## src/rtl/imm_rot_encoder_if.sv

```systemverilog
// Request/response bundle for the rotated-immediate encoder.
// The requester drives in_valid/in_value/out_ready; the encoder drives the rest.
interface imm_rot_encoder_if;
    logic        in_valid;
    logic [31:0] in_value;
    logic        in_ready;
    logic        out_valid;
    logic        out_ready;
    logic        out_ok;
    logic [11:0] out_imm12;

    modport master (
        output in_valid, in_value, out_ready,
        input  in_ready, out_valid, out_ok, out_imm12
    );

    modport slave (
        input  in_valid, in_value, out_ready,
        output in_ready, out_valid, out_ok, out_imm12
    );
endinterface

```

## src/rtl/imm_rot_encoder.sv

```systemverilog
// Sequential encoder for ARM rotated immediates: finds the lowest rot with
// value == ROR(imm8, 2*rot), testing STEPS rotations per SEARCH cycle.
module imm_rot_encoder #(
    parameter int STEPS = 1
) (
    input  logic               clk,
    input  logic               rst_n,
    imm_rot_encoder_if.slave   bus
);

    generate
        if (!(STEPS == 1 || STEPS == 2 || STEPS == 4 || STEPS == 8 || STEPS == 16)) begin : g_bad_steps
            $error("imm_rot_encoder: STEPS must be 1, 2, 4, 8 or 16");
        end
    endgenerate

    localparam logic [4:0] STEP5 = 5'(STEPS);

    typedef enum logic [1:0] {
        IDLE,
        SEARCH,
        DONE
    } state_t;

    state_t      state_q, state_d;
    logic [31:0] value_q, value_d;
    logic [3:0]  cnt_q,   cnt_d;
    logic        ok_q,    ok_d;
    logic [11:0] imm_q,   imm_d;

    logic        found;
    logic [3:0]  hit_rot;
    logic [7:0]  hit_imm;
    logic        last_group;

    // Rotate left modulo 32; a zero amount shifts the right half out entirely.
    function automatic logic [31:0] rol(input logic [31:0] v, input logic [4:0] sh);
        return (v << sh) | (v >> (6'd32 - {1'b0, sh}));
    endfunction

    always_ff @(posedge clk) begin
        // NOTE: state registers use non-blocking assignments so every flop samples
        // pre-edge values regardless of statement order.
        if (!rst_n) begin
            state_q <= IDLE;
            value_q <= '0;
            cnt_q   <= '0;
            ok_q    <= 1'b0;
            imm_q   <= '0;
        end else begin
            state_q <= state_d;
            value_q <= value_d;
            cnt_q   <= cnt_d;
            ok_q    <= ok_d;
            imm_q   <= imm_d;
        end
    end

    // Scan the group from the top down so the lowest matching rotation is written last.
    always_comb begin
        // NOTE: every variable gets a default before any branch, so no latch can be inferred.
        found   = 1'b0;
        hit_rot = '0;
        hit_imm = '0;
        for (int i = STEPS - 1; i >= 0; i--) begin
            if (rol(value_q, {cnt_q + 4'(i), 1'b0}) < 32'd256) begin
                found   = 1'b1;
                hit_rot = cnt_q + 4'(i);
                hit_imm = rol(value_q, {cnt_q + 4'(i), 1'b0}) & 32'hFF;
            end
        end
    end

    assign last_group = ({1'b0, cnt_q} + STEP5) == 5'd16;

    always_comb begin
        state_d = state_q;
        value_d = value_q;
        cnt_d   = cnt_q;
        ok_d    = ok_q;
        imm_d   = imm_q;
        unique case (state_q)
            IDLE: begin
                if (bus.in_valid) begin
                    state_d = SEARCH;
                    value_d = bus.in_value;
                    cnt_d   = '0;
                end
            end
            SEARCH: begin
                if (found) begin
                    ok_d    = 1'b1;
                    imm_d   = {hit_rot, hit_imm};
                    state_d = DONE;
                end else if (last_group) begin
                    ok_d    = 1'b0;
                    imm_d   = '0;
                    state_d = DONE;
                end else begin
                    cnt_d = cnt_q + STEP5[3:0];
                end
            end
            DONE: begin
                if (bus.out_ready) begin
                    ok_d    = 1'b0;
                    imm_d   = '0;
                    state_d = IDLE;
                end
            end
            default: state_d = IDLE;
        endcase
    end

    assign bus.in_ready  = (state_q == IDLE);
    assign bus.out_valid = (state_q == DONE);
    assign bus.out_ok    = ok_q;
    assign bus.out_imm12 = imm_q;

endmodule

```

## src/flat_wrapper.sv

```systemverilog
// flat-port wrapper written by rule: the top's interface ports become plain ports
module imm_rot_encoder_flat 
#(
    parameter int STEPS = 1
)
  (clk, rst_n, bus_in_valid, bus_in_value, bus_out_ready, bus_in_ready, bus_out_valid, bus_out_ok, bus_out_imm12);
  imm_rot_encoder_if bus_i ();
  input  logic clk;
  input  logic rst_n;
  input wire logic [$bits(bus_i.in_valid)-1:0] bus_in_valid;
  input wire logic [$bits(bus_i.in_value)-1:0] bus_in_value;
  input wire logic [$bits(bus_i.out_ready)-1:0] bus_out_ready;
  output wire logic [$bits(bus_i.in_ready)-1:0] bus_in_ready;
  output wire logic [$bits(bus_i.out_valid)-1:0] bus_out_valid;
  output wire logic [$bits(bus_i.out_ok)-1:0] bus_out_ok;
  output wire logic [$bits(bus_i.out_imm12)-1:0] bus_out_imm12;
  assign bus_i.in_valid = bus_in_valid;
  assign bus_i.in_value = bus_in_value;
  assign bus_i.out_ready = bus_out_ready;
  assign bus_in_ready = bus_i.in_ready;
  assign bus_out_valid = bus_i.out_valid;
  assign bus_out_ok = bus_i.out_ok;
  assign bus_out_imm12 = bus_i.out_imm12;
  imm_rot_encoder #(.STEPS(STEPS)) u_core (.clk(clk), .rst_n(rst_n), .bus(bus_i));
endmodule
```

## config.mk

```make
export PLATFORM = sky130hd
export DESIGN_NAME = imm_rot_encoder_flat
export DESIGN_NICKNAME = d
export VERILOG_FILES = /design/src/rtl/imm_rot_encoder_if.sv /design/src/rtl/imm_rot_encoder.sv /design/src/flat_wrapper.sv
export SDC_FILE = /design/constraint.sdc
export NUM_CORES = 1
export LEC_CHECK = 0
export ABC_AREA = 1
export CAP_MARGIN = 10
export CORE_UTILIZATION = 56
export DETAILED_ROUTE_END_ITERATION = 16
export GPL_TIMING_DRIVEN = 0
export PLACE_DENSITY = 0.83
export RECOVER_POWER = 50
export SLEW_MARGIN = 15
export SYNTH_ARGS = -nofsm -noshare
export SYNTH_HDL_FRONTEND = slang
export SYNTH_SLANG_ARGS = --single-unit
```

## constraint.sdc

```tcl
create_clock -name clk -period 3.2 [get_ports clk]
set_clock_uncertainty 0.15 [all_clocks]
set_input_delay 0.64 -clock clk [delete_from_list [all_inputs] [get_ports clk]]
set_output_delay 0.64 -clock clk [all_outputs]
set_load 0.05 [all_outputs]
```

==> results.md <==
Run status:
- The flow ran to the end, and the final reports show no timing, DRC or antenna violations.

Worst hold path:
- The worst hold path was traced through 2 stages.
- The class of the tightest hold or removal check is register to register.
- The source of the worst hold timing path is u_core.bus.out_imm12[7]$_SDFFE_PN0P_.
- The path with the worst hold slack has its endpoint at u_core.bus.out_imm12[7]$_SDFFE_PN0P_.

Pwr:
- The power per cell area is 932 nW/µm².
- Summed over all cells, the static leakage comes to 2.29 nW.
- Across the VDD grid, the largest voltage drop is 386 µV.

STA:
- The final-layout setup total negative slack is 0 ps.
- The final clock period utilization by the worst path is 93.6%.
- The achievable clock frequency is 0.334 GHz.
- The tightest slew margin relative to the limit is 53.9%.
- The setup slack after layout is 206 ps.
- Setup repair after global routing left no endpoint under its margin.
- The count of final max-slew check failures is 0.
- For the finished layout, the period the worst path requires is 2990 ps.
- The count of final hold-check violations is 0.
- The measured slew at the worst slew-check pin is 683 ps.
- Setup violations remaining at the end of the flow were counted as 0.

Clock tree:
- The later pin in the worst-skew pair is clocked with a latency of 310 ps.
- The number of H-tree levels is 2.
- The cell sitting at the root of the clock tree is a clkbuf_8.
- In this run the deepest clock path goes through 2 buffers.
- In this run, CTS created clock tree buffers numbering 5.
- Clock tree synthesis found a total of 51 sinks.
- The setup fix buffers added after clock tree synthesis is 0.
- The clock transition at the registers of the reported paths is 100 ps.
- Hold repair after CTS inserted 0 buffers.
- TritonCTS built the clock tree.

Synth:
- The mean cell area of the mapped netlist is 5.72 µm².
- The share of Yosys cell area claimed by the top area cell type is 25.5%.
- The post-synthesis cell count is 699.
- In the post-synthesis netlist, the biggest area contributors are dfxtp_1, nand2_1, nand3_1.
- In this run, distinct cell masters in the synthesized netlist total 29.
- Summing every instance area after synthesis gives 4000 µm².
- The number of nets in the synthesized netlist is 740.
- The biggest area contributor in the post-synthesis netlist is dfxtp_1.
- For this run, the number of Yosys warnings is 0.
- Synthesis inferred 51 register bits.
- The sequential-to-total area share from yosys stat is 25.5%.

Setup path:
- Of all nets on the critical path, the largest fanout is 10.
- The family of cells with the greatest summed delay on the critical path is simple AND/OR/NAND/NOR gates.
- The worst register-to-register path begins at u_core.cnt_q[0]$_SDFFE_PN0P_.
- The worst setup path is launched from a register.
- The setup slack on the worst flop-to-flop path is 210 ps.
- The end of the worst register-to-register path is u_core.bus.out_imm12[0]$_SDFFE_PN0P_.
- Counting stages on the worst path, the most repeated cell is nand2_1.
- The worst register-to-register path has a depth of 22.
- The endpoint arrival time on the critical path is 3030 ps.
- The largest incremental delay on the critical path is 380 ps.
- For the worst setup path, the data required time is 3240 ps.
- Walking the worst path, the cells encountered are inv_2 -> buf_6 -> buf_6 -> ha_4 -> inv_2 -> buf_4 -> nand3_1 -> nand2_1 -> nand2_1 -> nand2_1 -> nand2_1 -> nor2_1 -> nand3_1 -> nand2_1 -> nand2_1 -> inv_2 -> nand2_4 -> nand2_4 -> nand3_2 -> buf_6 -> nand2_1 -> a21oi_1.
- The sort of element at the end of the critical path is a register.
- The critical path's slowest cell is dfxtp_2.
- The number of buffers and inverters on the critical path is 7.
- The class of the most critical setup path is register to register.

Finish:
- The post-route core utilization is 69.3%.
- Relative to the synthesized area, the layout overhead comes to 18.4%.
- 0 antenna diodes ended up in the layout.
- Cells with a size suffix above 1 make up 8.86% of the layout.
- The final layout contains 796 nets.
- Leaving out fill and tap cells, the most frequent cell in the layout is nand2_1.
- In the layout the commonest cells are nand2_1, nand3_1, nor2_1, dfxtp_1, o21ai_0.

Placed design:
- The routability-driven placement congestion ratio is 0.982.
- The number of port buffers is 50.
- The half-perimeter wire length of the detailed placement result is 10.2 mm.
- The minimum setup slack after placement is -254 ps.

Detailed routing:
- The via count is 4837.
- The detailed router's first-iteration violation count is 488.
- The number of antenna-violating nets in the routed design is 0.
- After detailed routing, the number of remaining DRC violations is 0.
- The length of the first detailed-routing pass in iterations is 5.
- The routed via count divided by cell count is 5.68.
- Summed over all layers, the routed wires come to 12.9 mm.
- The routed wire length per instance is 15.2 µm.

Die:
- For this configuration, the core starts out at a cell density of 58.5%.
- The chip height is 86.5 µm.
- The area of the die is 7480 µm².
- From left edge to right edge, the die measures 86.5 µm.
- The core outline area is 6830 µm².
- The placement row count is 30.
- The boundary pin count is 51.

Global routing:
- The maximum number of pins on one net before global-route repair is 17.
- The overall routing resource usage is 35.4%.
- For this run the aggregate overflow at the end of global routing stands at 0.
- The initial antenna violation count was 0.
- The global-route wire length before repair is 20.4 mm.
- The number of global-route vias before repair came to 4299.

Job:
- Max-cap violations in this run came to 0.
==> power by group <==
group / leakage (nW) / switching, mW / internal (mW) / total (mW)
Sequential: 0.420 / 0.110 / 0.746 / 0.857
Clock: 0.0483 / 0.230 / 0.155 / 0.384
Combinational: 1.82 / 2.11 / 1.06 / 3.17
Total: 2.29 / 2.45 / 1.96 / 4.41
==> registers in the layout (all words and copies together), names as in the netlist <==
name,count
u_core.bus.out_ok,1
u_core.value_q,32
u_core.cnt_q,4
u_core.bus.out_imm12,12
u_core.state_q,2
==> layout make-up <==
class | count | area [µm²]
clock inverter | 3 | 18.8
inverter | 29 | 113
clock buffer | 5 | 68.8
tap | 96 | 120
fill | 650 | 2100
buffer | 39 | 248
sequential | 51 | 1020
timing repair buffer | 50 | 500
multi-input combinational | 579 | 2640
==> cells in the mapped netlist <==
library cell    n
ha_1            5
o22ai_1         1
o211ai_1        5
nor2_1        106
xnor2_2         1
clkinv_2        1
a21oi_1        30
nand2_1       231
and2_1          3
a32o_1          1
dfxtp_1        51
o21ai_0        45
buf_4           2
nand4_1         3
xor2_2          1
nand3_2         2
inv_1          20
inv_2           8
o21ai_1         4
buf_1           3
nor2_2          2
clkbuf_1       13
nand2_2        12
nand3_1       120
buf_6           9
o311ai_0        2
buf_2          13
nand2_4         3
o221ai_1        2
==> metrics by stage <==
step | std cells | instance area [µm²] | total power [mW] | hold WS (ps)
final | 852 | 4730 | 4.41 | 316
after global placement | 845 | 4620 | 3.84 | 296
after floorplan | 699 | 4000 | 3.12 | 308
after CTS | 852 | 4700 | 4.27 | 321
after global routing | 852 | 4730 | 4.74 | 328
after detailed placement | 845 | 4620 | 3.88 | 304
==> kinds of logic after synthesis <==
group,Yosys count,synth area share [%]
AND/OR/NAND/NOR,482,51.2
AO/OA/AOI/OAI,90,12.1
buffers and inverters,69,8.80
flip-flops,51,25.5
adder cells (fa/ha/maj),5,1.57
XOR/XNOR,2,0.814
==> metal layers <==
layer  part of all wire, %  global-route usage, %  vias up
met3                    10                   7.71       35
met4                   2.2                   12.4        0
met5                     0                      0        -
met2                    45                   55.8      283
met1                    43                   47.6     2116
li1                      -                      -     2403
==> worst max-delay path by stage <==
stage	from	slack [ps]	to	cells after the start
floorplan	u_core.cnt_q[1]$_SDFFE_PN0P_	470	u_core.bus.out_imm12[0]$_SDFFE_PN0P_	22
global placement	u_core.cnt_q[1]$_SDFFE_PN0P_	-210	u_core.bus.out_imm12[2]$_SDFFE_PN0P_	22
detailed placement	u_core.cnt_q[1]$_SDFFE_PN0P_	-250	u_core.bus.out_imm12[0]$_SDFFE_PN0P_	22
CTS	u_core.cnt_q[0]$_SDFFE_PN0P_	60	u_core.bus.out_imm12[0]$_SDFFE_PN0P_	22
global route	u_core.cnt_q[0]$_SDFFE_PN0P_	70	u_core.bus.out_imm12[0]$_SDFFE_PN0P_	22
finish	u_core.cnt_q[0]$_SDFFE_PN0P_	210	u_core.bus.out_imm12[0]$_SDFFE_PN0P_	22
==> tightest hold or removal path, stage by stage, from the launching register on <==
cell and delay (ps):
dfxtp_1 320, nand2_1 60, a21oi_1 50
==> timing repair <==
action                                  4_1_cts  5_1_grt
endpoints found under the setup margin       19       17
endpoints found under the hold margin         0        0
gates resized for setup                       3       11
Power figures use the tool's default switching activity.
